--- config.mk ---
export PLATFORM = sky130hd
export DESIGN_NAME = asp_mmio64_dfh_responder
export DESIGN_NICKNAME = d
export VERILOG_FILES = /design/src/rtl/asp_mmio64_dfh_responder.sv
export SDC_FILE = /design/constraint.sdc
export NUM_CORES = 1
export LEC_CHECK = 0
export BUFFER_PORTS_ARGS = -buffer_cell sky130_fd_sc_hd__buf_2
export CAP_MARGIN = 40
export CORE_UTILIZATION = 45
export DETAILED_ROUTE_END_ITERATION = 6
export PLACE_DENSITY = 0.67
export SYNTH_ARGS = -nofsm -noshare
export SYNTH_HDL_FRONTEND = slang
export SYNTH_SLANG_ARGS = --single-unit
--- constraint.sdc ---
create_clock -name pClk -period 5.7 [get_ports pClk]
set_clock_uncertainty 0.15 [all_clocks]
set_input_delay 0.57 -clock pClk [delete_from_list [all_inputs] [get_ports pClk]]
set_output_delay 0.57 -clock pClk [all_outputs]
set_load 0.03 [all_outputs]
--- src/rtl/asp_mmio64_dfh_responder.sv ---
// asp_mmio64_dfh_responder
// Avalon-MM MMIO terminator for child host-channel links. It answers every
// host read and absorbs every host write. It exposes a minimal DFH/GUID header,
// a byte-enabled scratch register, saturating access counters and a sticky
// flag that records read and write being asserted in the same cycle.
module asp_mmio64_dfh_responder #(
  parameter int          ADDR_WIDTH   = 7,
  parameter int          DATA_WIDTH   = 64,
  parameter int          READ_LATENCY = 2,
  parameter logic [63:0] GUID_H       = 64'h0,
  parameter logic [63:0] GUID_L       = 64'h0,
  parameter logic [11:0] FEATURE_ID   = 12'h000,
  parameter logic [3:0]  DFH_REV      = 4'h0
) (
  input  logic                      pClk,
  input  logic                      pClk_reset,
  input  logic [ADDR_WIDTH-1:0]     avmm_address,
  input  logic                      avmm_read,
  input  logic                      avmm_write,
  input  logic [DATA_WIDTH-1:0]     avmm_writedata,
  input  logic [DATA_WIDTH/8-1:0]   avmm_byteenable,
  output logic                      avmm_waitrequest,
  output logic [DATA_WIDTH-1:0]     avmm_readdata,
  output logic                      avmm_readdatavalid,
  output logic                      err_rdwr_sticky,
  output logic [DATA_WIDTH-1:0]     scratch_out
);

  localparam int BE_W = DATA_WIDTH / 8;

  // Register map (64-bit word addresses)
  localparam logic [ADDR_WIDTH-1:0] ADDR_DFH     = ADDR_WIDTH'(0);
  localparam logic [ADDR_WIDTH-1:0] ADDR_GUID_L  = ADDR_WIDTH'(1);
  localparam logic [ADDR_WIDTH-1:0] ADDR_GUID_H  = ADDR_WIDTH'(2);
  localparam logic [ADDR_WIDTH-1:0] ADDR_SCRATCH = ADDR_WIDTH'(4);
  localparam logic [ADDR_WIDTH-1:0] ADDR_STATUS  = ADDR_WIDTH'(5);
  localparam logic [ADDR_WIDTH-1:0] ADDR_CTRL    = ADDR_WIDTH'(6);

  // DFH: type nibble 1, end-of-list bit 40, revision and feature ID at the bottom
  localparam logic [63:0] DFH_VALUE = {4'h1, 19'h0, 1'b1, 24'h0, DFH_REV, FEATURE_ID};

  // Only the 64-bit data path and latencies 1..4 are meaningful
  generate
    if (DATA_WIDTH != 64 || READ_LATENCY < 1 || READ_LATENCY > 4 || ADDR_WIDTH < 3) begin : g_bad_param
      $error("asp_mmio64_dfh_responder: unsupported parameter combination");
    end
  endgenerate

  logic                    wait_q;
  logic [DATA_WIDTH-1:0]   scratch_q, scratch_d;
  logic [31:0]             rd_count_q, rd_count_d;
  logic [31:0]             wr_count_q, wr_count_d;
  logic                    err_q, err_d;

  logic [READ_LATENCY-1:0] vld_q;
  logic [DATA_WIDTH-1:0]   data_q [READ_LATENCY];

  logic                    waitreq;
  logic                    req_acc;
  logic                    rd_acc;
  logic                    wr_acc;
  logic                    conflict;
  logic                    ctrl_wr;
  logic                    cnt_clr;
  logic                    err_clr;
  logic [DATA_WIDTH-1:0]   rd_mux;

  // Stall while reset is asserted and for the first cycle after it drops
  assign waitreq  = wait_q | pClk_reset;
  assign req_acc  = !waitreq && (avmm_read || avmm_write);
  assign rd_acc   = req_acc && avmm_read;
  // A simultaneous read and write keeps the read and drops the write
  assign conflict = req_acc && avmm_read && avmm_write;
  assign wr_acc   = req_acc && avmm_write && !avmm_read;
  assign ctrl_wr  = wr_acc && (avmm_address == ADDR_CTRL);
  assign cnt_clr  = ctrl_wr && avmm_writedata[0];
  assign err_clr  = ctrl_wr && avmm_writedata[1];

  // Read data reflects register state before any same-cycle update
  always_comb begin
    rd_mux = '0;
    case (avmm_address)
      ADDR_DFH:     rd_mux = DFH_VALUE;
      ADDR_GUID_L:  rd_mux = GUID_L;
      ADDR_GUID_H:  rd_mux = GUID_H;
      ADDR_SCRATCH: rd_mux = scratch_q;
      ADDR_STATUS:  rd_mux = {rd_count_q, wr_count_q};
      default:      rd_mux = '0;
    endcase
  end

  // Next-state for scratch, counters and sticky error flag
  always_comb begin
    scratch_d  = scratch_q;
    rd_count_d = rd_count_q;
    wr_count_d = wr_count_q;
    err_d      = err_q;

    if (wr_acc && (avmm_address == ADDR_SCRATCH)) begin
      for (int b = 0; b < BE_W; b++) begin
        if (avmm_byteenable[b]) begin
          scratch_d[b*8 +: 8] = avmm_writedata[b*8 +: 8];
        end
      end
    end

    // Counters saturate instead of wrapping
    if (rd_acc && (rd_count_q != 32'hFFFF_FFFF)) begin
      rd_count_d = rd_count_q + 32'd1;
    end
    if (wr_acc && !cnt_clr && (wr_count_q != 32'hFFFF_FFFF)) begin
      wr_count_d = wr_count_q + 32'd1;
    end
    // Clearing beats any increment in the same cycle
    if (cnt_clr) begin
      rd_count_d = '0;
      wr_count_d = '0;
    end

    if (conflict) begin
      err_d = 1'b1;
    end else if (err_clr) begin
      err_d = 1'b0;
    end
  end

  // State registers
  always_ff @(posedge pClk) begin
    if (pClk_reset) begin
      wait_q     <= 1'b1;
      scratch_q  <= '0;
      rd_count_q <= '0;
      wr_count_q <= '0;
      err_q      <= 1'b0;
    end else begin
      wait_q     <= 1'b0;
      scratch_q  <= scratch_d;
      rd_count_q <= rd_count_d;
      wr_count_q <= wr_count_d;
      err_q      <= err_d;
    end
  end

  // Fixed-latency read pipeline; a stage's data only moves with a valid,
  // so the last stage holds the previous response between strobes
  always_ff @(posedge pClk) begin
    if (pClk_reset) begin
      vld_q <= '0;
      for (int i = 0; i < READ_LATENCY; i++) begin
        data_q[i] <= '0;
      end
    end else begin
      vld_q[0] <= rd_acc;
      if (rd_acc) begin
        data_q[0] <= rd_mux;
      end
      for (int i = 1; i < READ_LATENCY; i++) begin
        vld_q[i] <= vld_q[i-1];
        if (vld_q[i-1]) begin
          data_q[i] <= data_q[i-1];
        end
      end
    end
  end

  assign avmm_waitrequest   = waitreq;
  assign avmm_readdatavalid = vld_q[READ_LATENCY-1];
  assign avmm_readdata      = data_q[READ_LATENCY-1];
  assign err_rdwr_sticky    = err_q;
  assign scratch_out        = scratch_q;

endmodule

==> results summary <==
The flow ran to the end, and the final reports show no timing, DRC or antenna violations. In the synthesized netlist the async set-or-reset flop fraction comes to 0. The number of buffers inserted for hold repair after clock tree synthesis is 0.

The die width came out at 160 µm. The synthesized net count came out at 1212. The number of antenna violations at the first check in global routing came to 1. The detailed-route vias per instance is 5.48. The mean post-synth cell area is 9.97 µm². The static leakage power is 4.68 nW. The prevailing post-synth register cell is sky130_fd_sc_hd__dfxtp_1. The first routing iteration left 925 violations. The area growth from synthesis to layout came out at 15.3%.

In this run the worst hold path is classified as input port to flip-flop. The number of failing hold endpoints at the final stage is 0. The via count of the first global-routing pass came out at 7884. For this configuration, the core starts out at a cell density of 0.461. The worst path arrival time came out at 2.95 ns. From bottom edge to top edge, the die measures 160 µm.

The total of fill cells in the finished design is 2216. The proportion of synthesized chip area in sequential cells is 0.577. The end-of-flow core utilization came out at 0.531. Global routing finished with a remaining overflow of 0. The TritonCTS clock tree is yes. The shortest clock period the worst path allows after layout is 2.92 ns. The setup fix buffers added after clock tree synthesis came out at 0. Timing would allow up to 342 MHz. After the last flow step, the layout net total stands at 1344.

The slack of the worst reg-to-reg path is 3.02 ns. The via count is 8781. The commonest non-fill, non-tap cell in the layout is sky130_fd_sc_hd__buf_2. Summed over all nets, wire length on met2 after detailed routing comes to 12.1 mm.

The standard-cell row count is 57. The number of primary I/O pins came out at 214. Entering global routing, the biggest net connects 66 pins.

The buffer depth of the longest clock path is 3. The critical path data required time is 5.73 ns. The synthesis-stage register bit count is 260. The post-detailed-route count of antenna-violating nets is 0.

The worst-case IR drop observed on VDD is 0.193 mV. The number of enable flip-flop cells after synthesis is 128. The quantity of I/O buffers inserted on ports came out at 213. Clock tree synthesis selected as its root buffer the cell sky130_fd_sc_hd__clkbuf_16. In the detailed route, the total length drawn on met3 is 1.94 mm.

The distinct cell type count after synthesis is 53. The routed design has 27.7 mm of wire. Following the worst setup path forward leads to its endpoint at data_q[0][127]$_SDFFCE_PN0P_. The layout cell share with drive strength beyond 1 came out at 0.218. Yosys printed 0 warnings. By startpoint and endpoint, the worst setup path is classified as input port to flip-flop.

The relative slew slack is 0.397. In this run the critical register-to-register path is launched from rd_count_q[2]$_SDFFE_PP0P_. The first global-routing pass estimated 43.4 mm of wire. The number of buffers inserted during clock tree synthesis is 26. Synthesis handed over a netlist of 1127 instances. The transition time of the tightest slew-check pin came out at 0.896 ns. The final worst-path setup slack is 2.78 ns. Signal routing reaches up to met4. STA classifies the critical path startpoint as an input port.

The worst setup path is captured at a flip-flop. Setup violations remaining at the end of the flow were counted as 0. The estimated wirelength of the detail-placed design came out at 19.7 mm. The number of optimization iterations in the first detailed-route pass is 5. Measured in cells, the most critical reg-to-reg path has a length of 5. The floorplan step defined a core boundary enclosing 24400 µm².

The fraction of the cycle the final worst path needs came out at 0.512. At the placement stage, the worst setup path has a slack of 2.24 ns. The mapped cell area came out at 11200 µm². In this run the cell area measured after placement is 12100 µm². The count of max-cap constraint violations came out at 0. The tree built by TritonCTS fans out to 260 sinks. The number of max-slew violations in the final report came out at 0. The launching element of the worst setup path is pClk_reset.

The average wire per cell in the routed design came out at 17.3 µm. The routability congestion estimate came out at 0.885. The H-tree depth is 1. The number of instances resized during post-cts repair is 0.

Counting tap cells, the placed design contains a total of 1554 instances. The top cell types in the final layout, fill and taps aside, are sky130_fd_sc_hd__buf_2, sky130_fd_sc_hd__nand2_1, sky130_fd_sc_hd__dfxtp_1, sky130_fd_sc_hd__edfxtp_1, sky130_fd_sc_hd__a21oi_1. Setup repair after global routing left no endpoint under its margin.

The endpoint identified for the worst register-to-register timing path is rd_count_q[9]$_SDFFE_PP0P_. The residual DRC count is 0. Along the worst path, the maximum fanout reaches 40.

The overall die area is 25600 µm². After clock tree synthesis, the clock-pin slew on the worst setup and hold paths is 0.06 ns. The total negative setup slack is 0 ns. The final instance area came out at 13000 µm². The clock reaches the later pin of the worst-skew pair after 0.52 ns.

The finished layout holds 1603 standard cells, fillers aside. The power density normalized to cell area is 299 nW/µm². The met1 wire length is 13.0 mm. In the global route stage, overall resource usage came out at 0.210.
## power by group
group | switching (W) | leakage [nW] | total (W) | internal (W)
Combinational | 0.000138 | 1.87 | 0.000192 | 0.0000545
Clock | 0.000682 | 0.410 | 0.00165 | 0.000971
Sequential | 0.0000157 | 2.41 | 0.00203 | 0.00201
Total | 0.000835 | 4.68 | 0.00387 | 0.00304
## sequential cells by signal, indices dropped and copies added (netlist names)
register	flops
err_rdwr_sticky	1
rd_count_q	32
wait_q	1
scratch_out	64
vld_q	2
data_q	128
wr_count_q	32
## critical path: stages
cell	delay, ns
sky130_fd_sc_hd__buf_2	0.57
sky130_fd_sc_hd__buf_4	0.52
sky130_fd_sc_hd__or2_2	0.77
sky130_fd_sc_hd__buf_4	0.49
## stage by stage
stage / hold slack [ns] / total power, W
detailed placement: 0.321 / 0.00226
floorplan: 0.300 / 0.00221
CTS: 0.125 / 0.00390
global placement: 0.304 / 0.00226
global route: 0.135 / 0.00399
finish: 0.137 / 0.00387
## per-layer routing
layer / GRT usage / vias up
met1: 0.317 / 4140
met3: 0.0304 / 44
met4: 0.0654 / 0
met2: 0.310 / 337
met5: 0 / -
li1: - / 4260
## synthesized netlist by cell type (2+ instances only)
cell type | n | share of area
sky130_fd_sc_hd__o211ai_1 | 5 | 0.0033
sky130_fd_sc_hd__a41o_1 | 2 | 0.0018
sky130_fd_sc_hd__or2_2 | 3 | 0.0017
sky130_fd_sc_hd__and3_1 | 9 | 0.0050
sky130_fd_sc_hd__a311oi_1 | 5 | 0.0039
sky130_fd_sc_hd__a41oi_1 | 3 | 0.0023
sky130_fd_sc_hd__or3_1 | 27 | 0.015
sky130_fd_sc_hd__nand4_1 | 22 | 0.012
sky130_fd_sc_hd__buf_4 | 65 | 0.043
sky130_fd_sc_hd__nor4_1 | 6 | 0.0033
sky130_fd_sc_hd__and2_1 | 74 | 0.041
sky130_fd_sc_hd__nor2_1 | 84 | 0.028
sky130_fd_sc_hd__a21o_1 | 2 | 0.0013
sky130_fd_sc_hd__nand3_1 | 30 | 0.013
sky130_fd_sc_hd__xor2_1 | 3 | 0.0023
sky130_fd_sc_hd__inv_1 | 9 | 0.0030
sky130_fd_sc_hd__a31oi_1 | 5 | 0.0028
sky130_fd_sc_hd__xnor2_1 | 4 | 0.0031
sky130_fd_sc_hd__edfxtp_1 | 128 | 0.34
sky130_fd_sc_hd__buf_2 | 5 | 0.0022
sky130_fd_sc_hd__ha_1 | 2 | 0.0022
sky130_fd_sc_hd__clkbuf_1 | 54 | 0.018
sky130_fd_sc_hd__nand2b_1 | 5 | 0.0028
sky130_fd_sc_hd__o2111ai_1 | 2 | 0.0016
sky130_fd_sc_hd__and4b_1 | 2 | 0.0018
sky130_fd_sc_hd__nor2b_1 | 2 | 0.0011
sky130_fd_sc_hd__nor3_1 | 11 | 0.0049
sky130_fd_sc_hd__a22oi_1 | 63 | 0.042
sky130_fd_sc_hd__mux2i_1 | 4 | 0.0036
sky130_fd_sc_hd__a21oi_1 | 108 | 0.048
sky130_fd_sc_hd__dfxtp_1 | 132 | 0.24
sky130_fd_sc_hd__o41ai_1 | 2 | 0.0016
sky130_fd_sc_hd__o21ai_0 | 35 | 0.016
sky130_fd_sc_hd__and4_1 | 6 | 0.0047
sky130_fd_sc_hd__or4_1 | 12 | 0.0080
sky130_fd_sc_hd__o31ai_1 | 11 | 0.0073
sky130_fd_sc_hd__nand2_1 | 169 | 0.056
## worst min path at each step
stage	start	end	cells after the start	slack, ns
3_5_place_dp	scratch_out[38]$_SDFFE_PP0P_	scratch_out[38]$_SDFFE_PP0P_	2	0.32
3_3_place_gp	scratch_out[38]$_SDFFE_PP0P_	scratch_out[38]$_SDFFE_PP0P_	2	0.30
2_1_floorplan	wr_count_q[31]$_SDFFE_PP0P_	wr_count_q[31]$_SDFFE_PP0P_	1	0.30
4_1_cts	avmm_writedata[34]	scratch_out[34]$_SDFFE_PP0P_	3	0.12
6_report	avmm_writedata[3]	scratch_out[3]$_SDFFE_PP0P_	3	0.14
5_1_grt	avmm_writedata[5]	scratch_out[5]$_SDFFE_PP0P_	3	0.13
## cell families (layout without fill, tap and decap cells)
group	after synthesis	in the layout	synth area share
buf+inv	134	285	0.0670
xor+xnor	7	7	0.00545
other cells	0	1	0
compound gates	248	248	0.136
flops	260	260	0.577
simple gates	472	472	0.208
mux	4	4	0.00356
fa+ha+maj	2	2	0.00223
## layout make-up
type	instances	area (µm²)	area share
flip-flops and latches	260	6490	0.500
multi-input cells	733	4020	0.310
repair buffers	228	1180	0.0910
clock buffers	39	766	0.0591
well taps	324	405	0.0313
clock inverters	8	63.8	0.00492
inverters	10	37.5	0.00290
diodes	1	2.50	0.000193
Note: power is estimated with default switching activity, not from simulation.
